File: config.mk
export PLATFORM = sky130hd
export DESIGN_NAME = gf180mcu_fd_sc_mcu9t5v0__latsnq_bank_flat
export DESIGN_NICKNAME = d
export VERILOG_FILES = /design/src/rtl/gf180mcu_fd_sc_mcu9t5v0__latsnq_pkg.sv /design/src/rtl/gf180mcu_fd_sc_mcu9t5v0__latsnq_bank_if.sv /design/src/rtl/gf180mcu_fd_sc_mcu9t5v0__sync_filt.sv /design/src/rtl/gf180mcu_fd_sc_mcu9t5v0__latsnq_bank.sv /design/src/flat_wrapper.sv
export SDC_FILE = /design/constraint.sdc
export NUM_CORES = 1
export LEC_CHECK = 0
export ABC_AREA = 1
export BUFFER_PORTS_ARGS = -buffer_cell sky130_fd_sc_hd__clkbuf_2
export CAP_MARGIN = 15
export CORE_ASPECT_RATIO = 1.5
export CORE_MARGIN = 5
export CORE_UTILIZATION = 63
export CTS_BUF_LIST = sky130_fd_sc_hd__clkbuf_4 sky130_fd_sc_hd__clkbuf_8
export CTS_CLUSTER_DIAMETER = 200
export DETAILED_ROUTE_END_ITERATION = 10
export PLACE_DENSITY = 0.86
export SKIP_CTS_REPAIR_TIMING = 1
export SLEW_MARGIN = 5
export SYNTH_ARGS = -nofsm -noshare
export SYNTH_HDL_FRONTEND = slang
export SYNTH_SLANG_ARGS = --single-unit
File: constraint.sdc
create_clock -name CLK -period 2.99 [get_ports CLK]
set_input_delay 0.1495 -clock CLK [delete_from_list [all_inputs] [get_ports CLK]]
set_output_delay 0.1495 -clock CLK [all_outputs]
set_load 0.005 [all_outputs]
File: src/rtl/gf180mcu_fd_sc_mcu9t5v0__latsnq_pkg.sv
// Shared types and constants for the multi-channel set-latch bank.
// Holds the sequencer state encoding and the saturating counter helper.
package gf180mcu_fd_sc_mcu9t5v0__latsnq_pkg;

  localparam int CNT_W = 8;
  localparam logic [CNT_W-1:0] CNT_MAX = 8'hFF;

  typedef enum logic [1:0] {
    NORMAL  = 2'd0,
    FILT    = 2'd1,
    SET     = 2'd2,
    RELEASE = 2'd3
  } state_e;

  // Counters stop at all-ones instead of wrapping back to zero.
  function automatic logic [CNT_W-1:0] sat_inc(input logic [CNT_W-1:0] v);
    logic [CNT_W-1:0] r;
    if (v == CNT_MAX) begin
      r = v;
    end else begin
      r = v + 8'd1;
    end
    return r;
  endfunction

endpackage

File: src/rtl/gf180mcu_fd_sc_mcu9t5v0__latsnq_bank_if.sv
// Channel bus of the set-latch bank: per-channel E/D in, Q out, plus
// the shared set request, notifier and the status flags.
interface gf180mcu_fd_sc_mcu9t5v0__latsnq_bank_if #(
  parameter int WIDTH = 4
) ();
  import gf180mcu_fd_sc_mcu9t5v0__latsnq_pkg::*;

  logic [WIDTH-1:0] E;
  logic [WIDTH-1:0] D;
  logic             SETN;
  logic             NOTIFIER;
  logic             VIOL_CLR;
  logic [WIDTH-1:0] Q;
  logic             SET_ACTIVE;
  logic             VIOL;

  modport master (
    output E, D, SETN, NOTIFIER, VIOL_CLR,
    input  Q, SET_ACTIVE, VIOL
  );

  modport slave (
    input  E, D, SETN, NOTIFIER, VIOL_CLR,
    output Q, SET_ACTIVE, VIOL
  );

endinterface

File: src/rtl/gf180mcu_fd_sc_mcu9t5v0__sync_filt.sv
// Low-active deglitch counter: qualified is high on the cycle in which the
// SET_FILT-th consecutive low sample of level is being taken.
module gf180mcu_fd_sc_mcu9t5v0__sync_filt
  import gf180mcu_fd_sc_mcu9t5v0__latsnq_pkg::*;
#(
  parameter int SET_FILT = 3
) (
  input  logic CLK,
  input  logic RST,
  input  logic level,
  output logic qualified
);

  localparam logic [CNT_W:0] THRESH = (CNT_W + 1)'(SET_FILT);

  logic [CNT_W-1:0] cnt_r;
  logic [CNT_W-1:0] cnt_nxt_s;
  logic [CNT_W:0]   run_s;

  // cnt_r holds the number of earlier consecutive low samples.
  always_comb begin
    cnt_nxt_s = cnt_r;
    run_s     = {1'b0, cnt_r} + 9'd1;
    if (level) begin
      cnt_nxt_s = {CNT_W{1'b0}};
      qualified = 1'b0;
    end else begin
      cnt_nxt_s = sat_inc(cnt_r);
      qualified = (run_s >= THRESH);
    end
  end

  // Low-run counter register.
  always_ff @(posedge CLK) begin
    if (RST) begin
      cnt_r <= {CNT_W{1'b0}};
    end else begin
      cnt_r <= cnt_nxt_s;
    end
  end

endmodule

File: src/rtl/gf180mcu_fd_sc_mcu9t5v0__latsnq_bank.sv
// WIDTH-channel enable-gated storage bank sharing one filtered active-low set
// request with a release delay, plus a sticky notifier-violation flag.
module gf180mcu_fd_sc_mcu9t5v0__latsnq_bank
  import gf180mcu_fd_sc_mcu9t5v0__latsnq_pkg::*;
#(
  parameter int               WIDTH     = 4,
  parameter int               SET_FILT  = 3,
  parameter int               REL_DLY   = 2,
  parameter logic [WIDTH-1:0] SET_VAL   = '1,
  parameter logic [WIDTH-1:0] RST_VAL   = '0,
  parameter bit               DATA_PRIO = 1'b0
) (
  input logic CLK,
  input logic RST,
  gf180mcu_fd_sc_mcu9t5v0__latsnq_bank_if.slave bus
);

  localparam int REL_LAST_I = (REL_DLY > 0) ? (REL_DLY - 1) : 0;
  localparam logic [CNT_W-1:0] REL_LAST = CNT_W'(REL_LAST_I);

  state_e           state_r;
  state_e           state_nxt_s;
  logic [CNT_W-1:0] rcnt_r;
  logic [CNT_W-1:0] rcnt_nxt_s;
  logic [WIDTH-1:0] q_r;
  logic [WIDTH-1:0] q_nxt_s;
  logic [WIDTH-1:0] load_s;
  logic             set_zone_s;
  logic             set_active_r;
  logic             viol_r;
  logic             viol_nxt_s;
  logic             hist_r;
  logic             edge_s;
  logic             qual_s;

  gf180mcu_fd_sc_mcu9t5v0__sync_filt #(
    .SET_FILT (SET_FILT)
  ) u_filt (
    .CLK       (CLK),
    .RST       (RST),
    .level     (bus.SETN),
    .qualified (qual_s)
  );

  // Sequencer next state and release counter.
  always_comb begin
    state_nxt_s = state_r;
    rcnt_nxt_s  = rcnt_r;
    case (state_r)
      NORMAL: begin
        if (!bus.SETN) begin
          if (qual_s) begin
            state_nxt_s = SET;
          end else begin
            state_nxt_s = FILT;
          end
        end else begin
          state_nxt_s = NORMAL;
        end
      end
      FILT: begin
        if (bus.SETN) begin
          state_nxt_s = NORMAL;
        end else if (qual_s) begin
          state_nxt_s = SET;
        end else begin
          state_nxt_s = FILT;
        end
      end
      SET: begin
        if (bus.SETN) begin
          rcnt_nxt_s = {CNT_W{1'b0}};
          if (REL_DLY == 0) begin
            state_nxt_s = NORMAL;
          end else begin
            state_nxt_s = RELEASE;
          end
        end else begin
          state_nxt_s = SET;
        end
      end
      RELEASE: begin
        // A new low request re-enters SET directly, without refiltering.
        if (!bus.SETN) begin
          state_nxt_s = SET;
          rcnt_nxt_s  = {CNT_W{1'b0}};
        end else if (rcnt_r == REL_LAST) begin
          state_nxt_s = NORMAL;
          rcnt_nxt_s  = {CNT_W{1'b0}};
        end else begin
          state_nxt_s = RELEASE;
          rcnt_nxt_s  = sat_inc(rcnt_r);
        end
      end
      default: begin
        state_nxt_s = NORMAL;
        rcnt_nxt_s  = {CNT_W{1'b0}};
      end
    endcase
  end

  // Q follows the state being entered, so Q and SET_ACTIVE change together.
  always_comb begin
    set_zone_s = (state_nxt_s == SET) || (state_nxt_s == RELEASE);
    load_s     = (bus.E & bus.D) | (~bus.E & q_r);
    if (set_zone_s) begin
      if (DATA_PRIO) begin
        q_nxt_s = (bus.E & bus.D) | (~bus.E & SET_VAL);
      end else begin
        q_nxt_s = SET_VAL;
      end
    end else begin
      q_nxt_s = load_s;
    end
  end

  // Sticky violation flag; a fresh notifier edge beats a same-cycle clear.
  always_comb begin
    edge_s = bus.NOTIFIER ^ hist_r;
    if (edge_s) begin
      viol_nxt_s = 1'b1;
    end else if (bus.VIOL_CLR) begin
      viol_nxt_s = 1'b0;
    end else begin
      viol_nxt_s = viol_r;
    end
  end

  // State, data and flag registers.
  always_ff @(posedge CLK) begin
    if (RST) begin
      state_r      <= NORMAL;
      rcnt_r       <= {CNT_W{1'b0}};
      q_r          <= RST_VAL;
      set_active_r <= 1'b0;
      viol_r       <= 1'b0;
      hist_r       <= bus.NOTIFIER;
    end else begin
      state_r      <= state_nxt_s;
      rcnt_r       <= rcnt_nxt_s;
      q_r          <= q_nxt_s;
      set_active_r <= set_zone_s;
      viol_r       <= viol_nxt_s;
      hist_r       <= bus.NOTIFIER;
    end
  end

  assign bus.Q          = q_r;
  assign bus.SET_ACTIVE = set_active_r;
  assign bus.VIOL       = viol_r;

endmodule
File: src/flat_wrapper.sv
// flat-port wrapper written by rule: the top's interface ports become plain ports
module gf180mcu_fd_sc_mcu9t5v0__latsnq_bank_flat import gf180mcu_fd_sc_mcu9t5v0__latsnq_pkg::*;
#(
  parameter int               WIDTH     = 4,
  parameter int               SET_FILT  = 3,
  parameter int               REL_DLY   = 2,
  parameter logic [WIDTH-1:0] SET_VAL   = '1,
  parameter logic [WIDTH-1:0] RST_VAL   = '0,
  parameter bit               DATA_PRIO = 1'b0
)
  (CLK, RST, bus_E, bus_D, bus_SETN, bus_NOTIFIER, bus_VIOL_CLR, bus_Q, bus_SET_ACTIVE, bus_VIOL);
  gf180mcu_fd_sc_mcu9t5v0__latsnq_bank_if #(.WIDTH(WIDTH)) bus_i ();
  input logic CLK;
  input logic RST;
  input wire logic [$bits(bus_i.E)-1:0] bus_E;
  input wire logic [$bits(bus_i.D)-1:0] bus_D;
  input wire logic [$bits(bus_i.SETN)-1:0] bus_SETN;
  input wire logic [$bits(bus_i.NOTIFIER)-1:0] bus_NOTIFIER;
  input wire logic [$bits(bus_i.VIOL_CLR)-1:0] bus_VIOL_CLR;
  output wire logic [$bits(bus_i.Q)-1:0] bus_Q;
  output wire logic [$bits(bus_i.SET_ACTIVE)-1:0] bus_SET_ACTIVE;
  output wire logic [$bits(bus_i.VIOL)-1:0] bus_VIOL;
  assign bus_i.E = bus_E;
  assign bus_i.D = bus_D;
  assign bus_i.SETN = bus_SETN;
  assign bus_i.NOTIFIER = bus_NOTIFIER;
  assign bus_i.VIOL_CLR = bus_VIOL_CLR;
  assign bus_Q = bus_i.Q;
  assign bus_SET_ACTIVE = bus_i.SET_ACTIVE;
  assign bus_VIOL = bus_i.VIOL;
  gf180mcu_fd_sc_mcu9t5v0__latsnq_bank #(.WIDTH(WIDTH), .SET_FILT(SET_FILT), .REL_DLY(REL_DLY), .SET_VAL(SET_VAL), .RST_VAL(RST_VAL), .DATA_PRIO(DATA_PRIO)) u_core (.CLK(CLK), .RST(RST), .bus(bus_i));
endmodule
* Word level (Yosys, flattened, before mapping) *
Index checks and enable logic that the tools add are counted.

storage, ports and cells
  bits in writable memories = 0
  ROM bits = 0
  output and inout bits = 6
  memories kept = 0
  logic and storage cells = 48
  flip-flop bits (word level) = 25
  bits in latches = 0
  bits of input ports = 13

operators by class
  multiply operators = 0
  reductions and logical operators = 7
  shift operators = 0
  eq/ne operators = 10
  order comparisons = 1
  add/sub/neg operators = 3
  div/mod/pow operators = 0
  bitwise logic cells = 5
  multiplexer cells = 15

operators with widths
  kind                                                                                 count
  8-bit two-way mux                                                                    4
  8-bit by 1-bit adder with 8-bit output, second input constant                        2
  8-bit == test, second input constant                                                 2
  8-bit case mux with 2 select lines                                                   1
  8-bit by 1-bit adder with 9-bit output, second input constant                        1
  9-bit by 2-bit greater-or-equal comparator with 1-bit output, second input constant  1
  4-bit AND                                                                            2
  2-bit == test, second input constant                                                 4
  8-bit by 1-bit == test with 1-bit output, second input constant                      1
  2-bit two-way mux                                                                    4
  2-bit case mux with 3 select lines                                                   1
  1-bit two-way mux                                                                    4
  4-bit two-way mux                                                                    1
  4-bit by 3-bit != test with 1-bit output, second input constant                      1
  4-bit NOT                                                                            1
  4-bit bitwise OR                                                                     1
  2-bit nonzero test                                                                   2
  2-bit OR reduction                                                                   2
  3-bit AND reduction                                                                  1
  2-bit by 1-bit == test with 1-bit output, second input constant                      1
  2-bit zero test                                                                      1
  2-bit != test, second input constant                                                 1
  1-bit logical OR                                                                     1
  1-bit XOR                                                                            1

* Depth between registers and ports, before layout *
  depth after elaboration = 9
  gate-level depth with buffers = 12
  mapped depth without buffers = 12

* By module *
Synthesis repeated with hierarchy kept, for this count alone.

second synthesis, totals
  cells, all modules = 207
  area, all modules = 1,430.1 sq um

by module, submodules not included
  module                                times used  area each (sq um)  cells each
  gf180mcu_fd_sc_mcu9t5v0__latsnq_bank  1           952.2              136
  gf180mcu_fd_sc_mcu9t5v0__sync_filt    1           478.0              71

* Least setup slack after synthesis *
No wires, ideal clock.

  path kind = register to register
  start = register u_core.u_filt.cnt_r[0]
  end = register u_core.q_r[0] (netlist: u_core.bus.Q[0])
  path buffers = 0
  arrival time = 1,331 ps
  required time = 2,873 ps
  cell stages (with the launch flop) = 12
  slack = 1,542 ps
  cell sequence = dfxtp_1 > inv_1 > ha_1 > o21bai_1 > nor2_1 > nand2_1 > nor2_4 > nand3_2 > nand2_1 > nand2_1 > nand2_2 > nand2_1

between the ends
  cells in the longest elaborated chain, start to end = 9
  elaborated cells on any way between the ends = 10
  those cells by class = add/sub: 1; order compare: 1; eq/ne: 2; mux: 5; reduce/logical: 1

ends and longest elaborated chain
  item                                                            line                                                                                    source
  from (decl)                                                     gf180mcu_fd_sc_mcu9t5v0__sync_filt.sv:16                                                logic [CNT_W-1:0] cnt_r;
  from (signal assigned)                                          gf180mcu_fd_sc_mcu9t5v0__sync_filt.sv:36                                                cnt_r <= {CNT_W{1'b0}};
  from (signal assigned)                                          gf180mcu_fd_sc_mcu9t5v0__sync_filt.sv:38                                                cnt_r <= cnt_nxt_s;
  8-bit by 1-bit adder with 9-bit output *                        gf180mcu_fd_sc_mcu9t5v0__sync_filt.sv:23                                                run_s = {1'b0, cnt_r} + 9'd1;
  named net u_core.u_filt.run_s[0]                                gf180mcu_fd_sc_mcu9t5v0__sync_filt.sv:18                                                logic [CNT_W:0] run_s;
  9-bit by 2-bit greater-or-equal comparator with 1-bit output *  gf180mcu_fd_sc_mcu9t5v0__sync_filt.sv:29                                                qualified = (run_s >= THRESH);
  1-bit two-way mux *                                             gf180mcu_fd_sc_mcu9t5v0__sync_filt.sv:24                                                if (level) begin
  2-bit two-way mux *                                             gf180mcu_fd_sc_mcu9t5v0__latsnq_bank.sv:52, gf180mcu_fd_sc_mcu9t5v0__latsnq_bank.sv:64
  2-bit two-way mux *                                             gf180mcu_fd_sc_mcu9t5v0__latsnq_bank.sv:62                                              if (bus.SETN) begin
  2-bit case mux with 3 select lines *                            gf180mcu_fd_sc_mcu9t5v0__latsnq_bank.sv:49                                              case (state_r)
  2-bit == test                                                   gf180mcu_fd_sc_mcu9t5v0__latsnq_bank.sv:104                                             set_zone_s = (state_nxt_s == SET) || (state_nxt_s == RELEASE);
  1-bit logical OR *                                              gf180mcu_fd_sc_mcu9t5v0__latsnq_bank.sv:104
  4-bit two-way mux *                                             gf180mcu_fd_sc_mcu9t5v0__latsnq_bank.sv:106                                             if (set_zone_s) begin
  to (signal assigned)                                            gf180mcu_fd_sc_mcu9t5v0__latsnq_bank.sv:141                                             q_r <= q_nxt_s;
  to (decl)                                                       gf180mcu_fd_sc_mcu9t5v0__latsnq_bank.sv:25                                              logic [WIDTH-1:0] q_r;

Mark *: on every way through the listed nets, which the timed path passes. The rest lies on a longest branch.
A chain may end at the register's enable or synchronous reset.

* Final worst setup path *
Same ends and word-level chain as after synthesis.

==> flow_summary.toml <==
[synthesis]
syn_avg_cell_area_um2 = 7.10
syn_nets = 208
synth-simple-area-share = 0.347
synth_xor_area_frac = 0.0194
post_synth_num_cell_types = 28
syn_area_mm2 = 0.00136
synth_mux_area_frac = 0
yosysTopAreaCellShare = 0.369
synth_top_family_by_area = "simple AND/OR/NAND/NOR gates"
synth_compound_area_frac = 0.129
yosysTopAreaCell = "dfxtp_1"
ys_ff_latch = 25
yosys_warnings = 0
synthAdderAreaFrac = 0.0369
seq_area_frac_synth = 0.369
synth_area_leaders = "dfxtp_1 (37%), nand2_1 (12%), inv_1 (8.0%)"
syn-instance-count = 191

[cells_and_area]
fin_nets = 230
drive_gt1_frac = 0.198
register_area_um2 = 500
multi_input_area_um2 = 722
antenna_cells = 0
syn_to_final_growth_pct = 10.8
fill_cells = 168

[clock_tree]
cts_sinks = 25
cts_root_buffer = "clkbuf_4"
cts_buffer_depth = 2
clk_pin_slew_worst_paths_ns = 0.13
cts_tree = "built"
ctsHtreeMaxLevel = 1
clk_latency_ns = 0.31
cts_buffers = 3

[sta]
setup-violations-final = 0
min_period_ns = 1.62
hold_violations = 0
fin_tns_setup_ns = 0
maxSlewHeadroom = 0.759
max_freq_ghz = 0.616
hold_ws_ns = 0.0763
rsz0062_at_grt = "no"
fin_worst_skew_ns = 0.00181
worst-slew-pin-transition_ns = 0.360
finalCritPeriodShare = 0.543
drv_slew = 0

[critical_path]
crit_fanout = 6
criticalPathCategory = "flop to flop"
critical-path-max-stage-delay_ns = 0.41
cp-end-kind = "flop"
cp_top_family = "simple AND/OR/NAND/NOR gates"
path_buf_inv = 1
cp.arrival_ns = 1.85
start_kind = "flop"
required_ns = 3.21
path_cells = "inv_1 -> ha_1 -> o21bai_1 -> nor2_1 -> nand2_1 -> nor2_4 -> nand3_2 -> nand2_1 -> nand2_1 -> nand2_2 -> nand2_1"
critical-path-slowest-cell = "dfxtp_1"
crit_top_cell = "nand2_1"

[floorplan]
dieArea_mm2 = 0.00320
core_area_mm2 = 0.00205
die_w_um = 47.9
initial_core_util = 0.661
num_rows = 20
fp.dieH_um = 66.8
io_pins = 19

[placed_design]
port_buffers = 18
gp_congestion = 0.972
post-dp-hpwl_um = 2160

[power_and_ir_drop]
peakVddDrop_uv = 380
total_leakage_power_nw = 0.721
powerDensity_mw_per_mm2 = 384
power_mw = 0.577

[drt]
drc = 0
wl_um = 2660
drt_pass1_iterations = 4
wl_per_cell_um = 11.4
drt_iter0_drc = 34
viasPerCell = 5.22
via_count = 1222
ant_nets = 0

[global_routing]
grt_start_max_net_pins = 15
overflow = 0
antenna_found_initial = 0
grt_util_all_layers = 0.199
grt_pass1_wl_um = 4750
first_global_vias = 1221

[status]
status = "completed"

[worst_hold_path]
hp-class = "primary input to flop"

[job]
cap_viol_max_count = 0
-- registers in the layout, summed over array words and instances, names as in the netlist --
| signal | flops |
|---|---|
| u_core.rcnt_r | 8 |
| u_core.bus.Q | 4 |
| u_core.bus.SET_ACTIVE | 1 |
| u_core.state_r | 2 |
| u_core.u_filt.cnt_r | 8 |
| u_core.hist_r | 1 |
| u_core.bus.VIOL | 1 |
-- stage by stage --
stage	utilization	setup slack, ns	instance area [µm²]	instances
after CTS	0.727	1.35	1490	233
final	0.732	1.37	1500	234
after floorplan	-	1.54	1360	191
after global placement	0.714	1.46	1470	229
after detailed placement	0.714	1.36	1470	229
after global routing	0.732	1.17	1500	234
-- layout make-up --
| class | count | share of cell area |
|---|---|---|
| Clock inverter | 1 | 0.00333 |
| Multi-Input combinational cell | 131 | 0.480 |
| Tap cell | 22 | 0.0183 |
| Sequential cell | 25 | 0.333 |
| Inverter | 33 | 0.0833 |
| Timing Repair Buffer | 19 | 0.0666 |
| Clock buffer | 3 | 0.0150 |
-- worst reg2reg max path, cell delays in order (launching register included) --
cell	delay, ns
dfxtp_1	0.41
inv_1	0.12
ha_1	0.32
o21bai_1	0.06
nor2_1	0.11
nand2_1	0.09
nor2_4	0.10
nand3_2	0.06
nand2_1	0.05
nand2_1	0.05
nand2_2	0.11
nand2_1	0.06
-- final timing paths --
check | startpoint | endpoint | slack, ns | cells after the start
min reg2reg | u_core.rcnt_r[6]$_SDFFE_PP0P_ | u_core.rcnt_r[6]$_SDFFE_PP0P_ | 0.50 | 2
max reg2reg | u_core.u_filt.cnt_r[0]$_SDFFE_PP0N_ | u_core.bus.Q[0]$_SDFF_PP0_ | 1.37 | 11
min | bus_E[3] | u_core.bus.Q[3]$_SDFF_PP0_ | 0.08 | 3
max | u_core.u_filt.cnt_r[0]$_SDFFE_PP0N_ | u_core.bus.Q[0]$_SDFF_PP0_ | 1.37 | 11
-- logic make-up after synthesis --
kind of cell    after synthesis
buf+inv                      35
flops                        25
fa+ha+maj                     4
simple gates                 95
xor+xnor                      3
compound gates               29
-- synthesized netlist by cell type --
cell	count
o211ai_1	5
nor2_2	3
inv_2	3
clkbuf_1	1
o2111ai_1	1
o31ai_1	1
nand4_1	5
xor2_1	3
nor2_1	22
o21ai_1	1
nor2_8	1
nand3_2	2
clkinv_2	1
nand3_4	1
ha_1	4
nor3_1	2
o21ai_0	7
nand2_1	42
nand3b_1	1
buf_2	1
o21bai_1	3
dfxtp_1	25
inv_1	29
a21oi_1	10
nand3_1	8
a21oi_2	1
nor2_4	3
nand2_2	5
-- placed cells by master (no fill, tap or decap), types with 4 or more instances in the layout --
| master | n |
|---|---|
| dfxtp_1 | 25 |
| nor2_1 | 22 |
| o211ai_1 | 5 |
| nand2_1 | 42 |
| nand3_1 | 8 |
| a21oi_1 | 10 |
| nand2_2 | 5 |
| nand4_1 | 5 |
| inv_1 | 29 |
| clkbuf_2 | 18 |
| o21ai_0 | 7 |
| ha_1 | 4 |
-- power breakdown --
part           switching [mW]  leakage [nW]  internal (mW)
Combinational          0.0413         0.499         0.0301
Sequential            0.00998         0.204          0.348
Clock                  0.0972        0.0177         0.0501
Total                   0.149         0.721          0.428
-- layer usage --
| layer | track usage | part of all wire | up-vias |
|---|---|---|---|
| met5 | 0 | 0 | - |
| met4 | 0.0673 | 0.013 | 0 |
| met3 | 0.0162 | 0.023 | 4 |
| met2 | 0.384 | 0.57 | 15 |
| met1 | 0.205 | 0.39 | 556 |
| li1 | - | - | 647 |
Note: power is estimated with default switching activity, not from simulation.
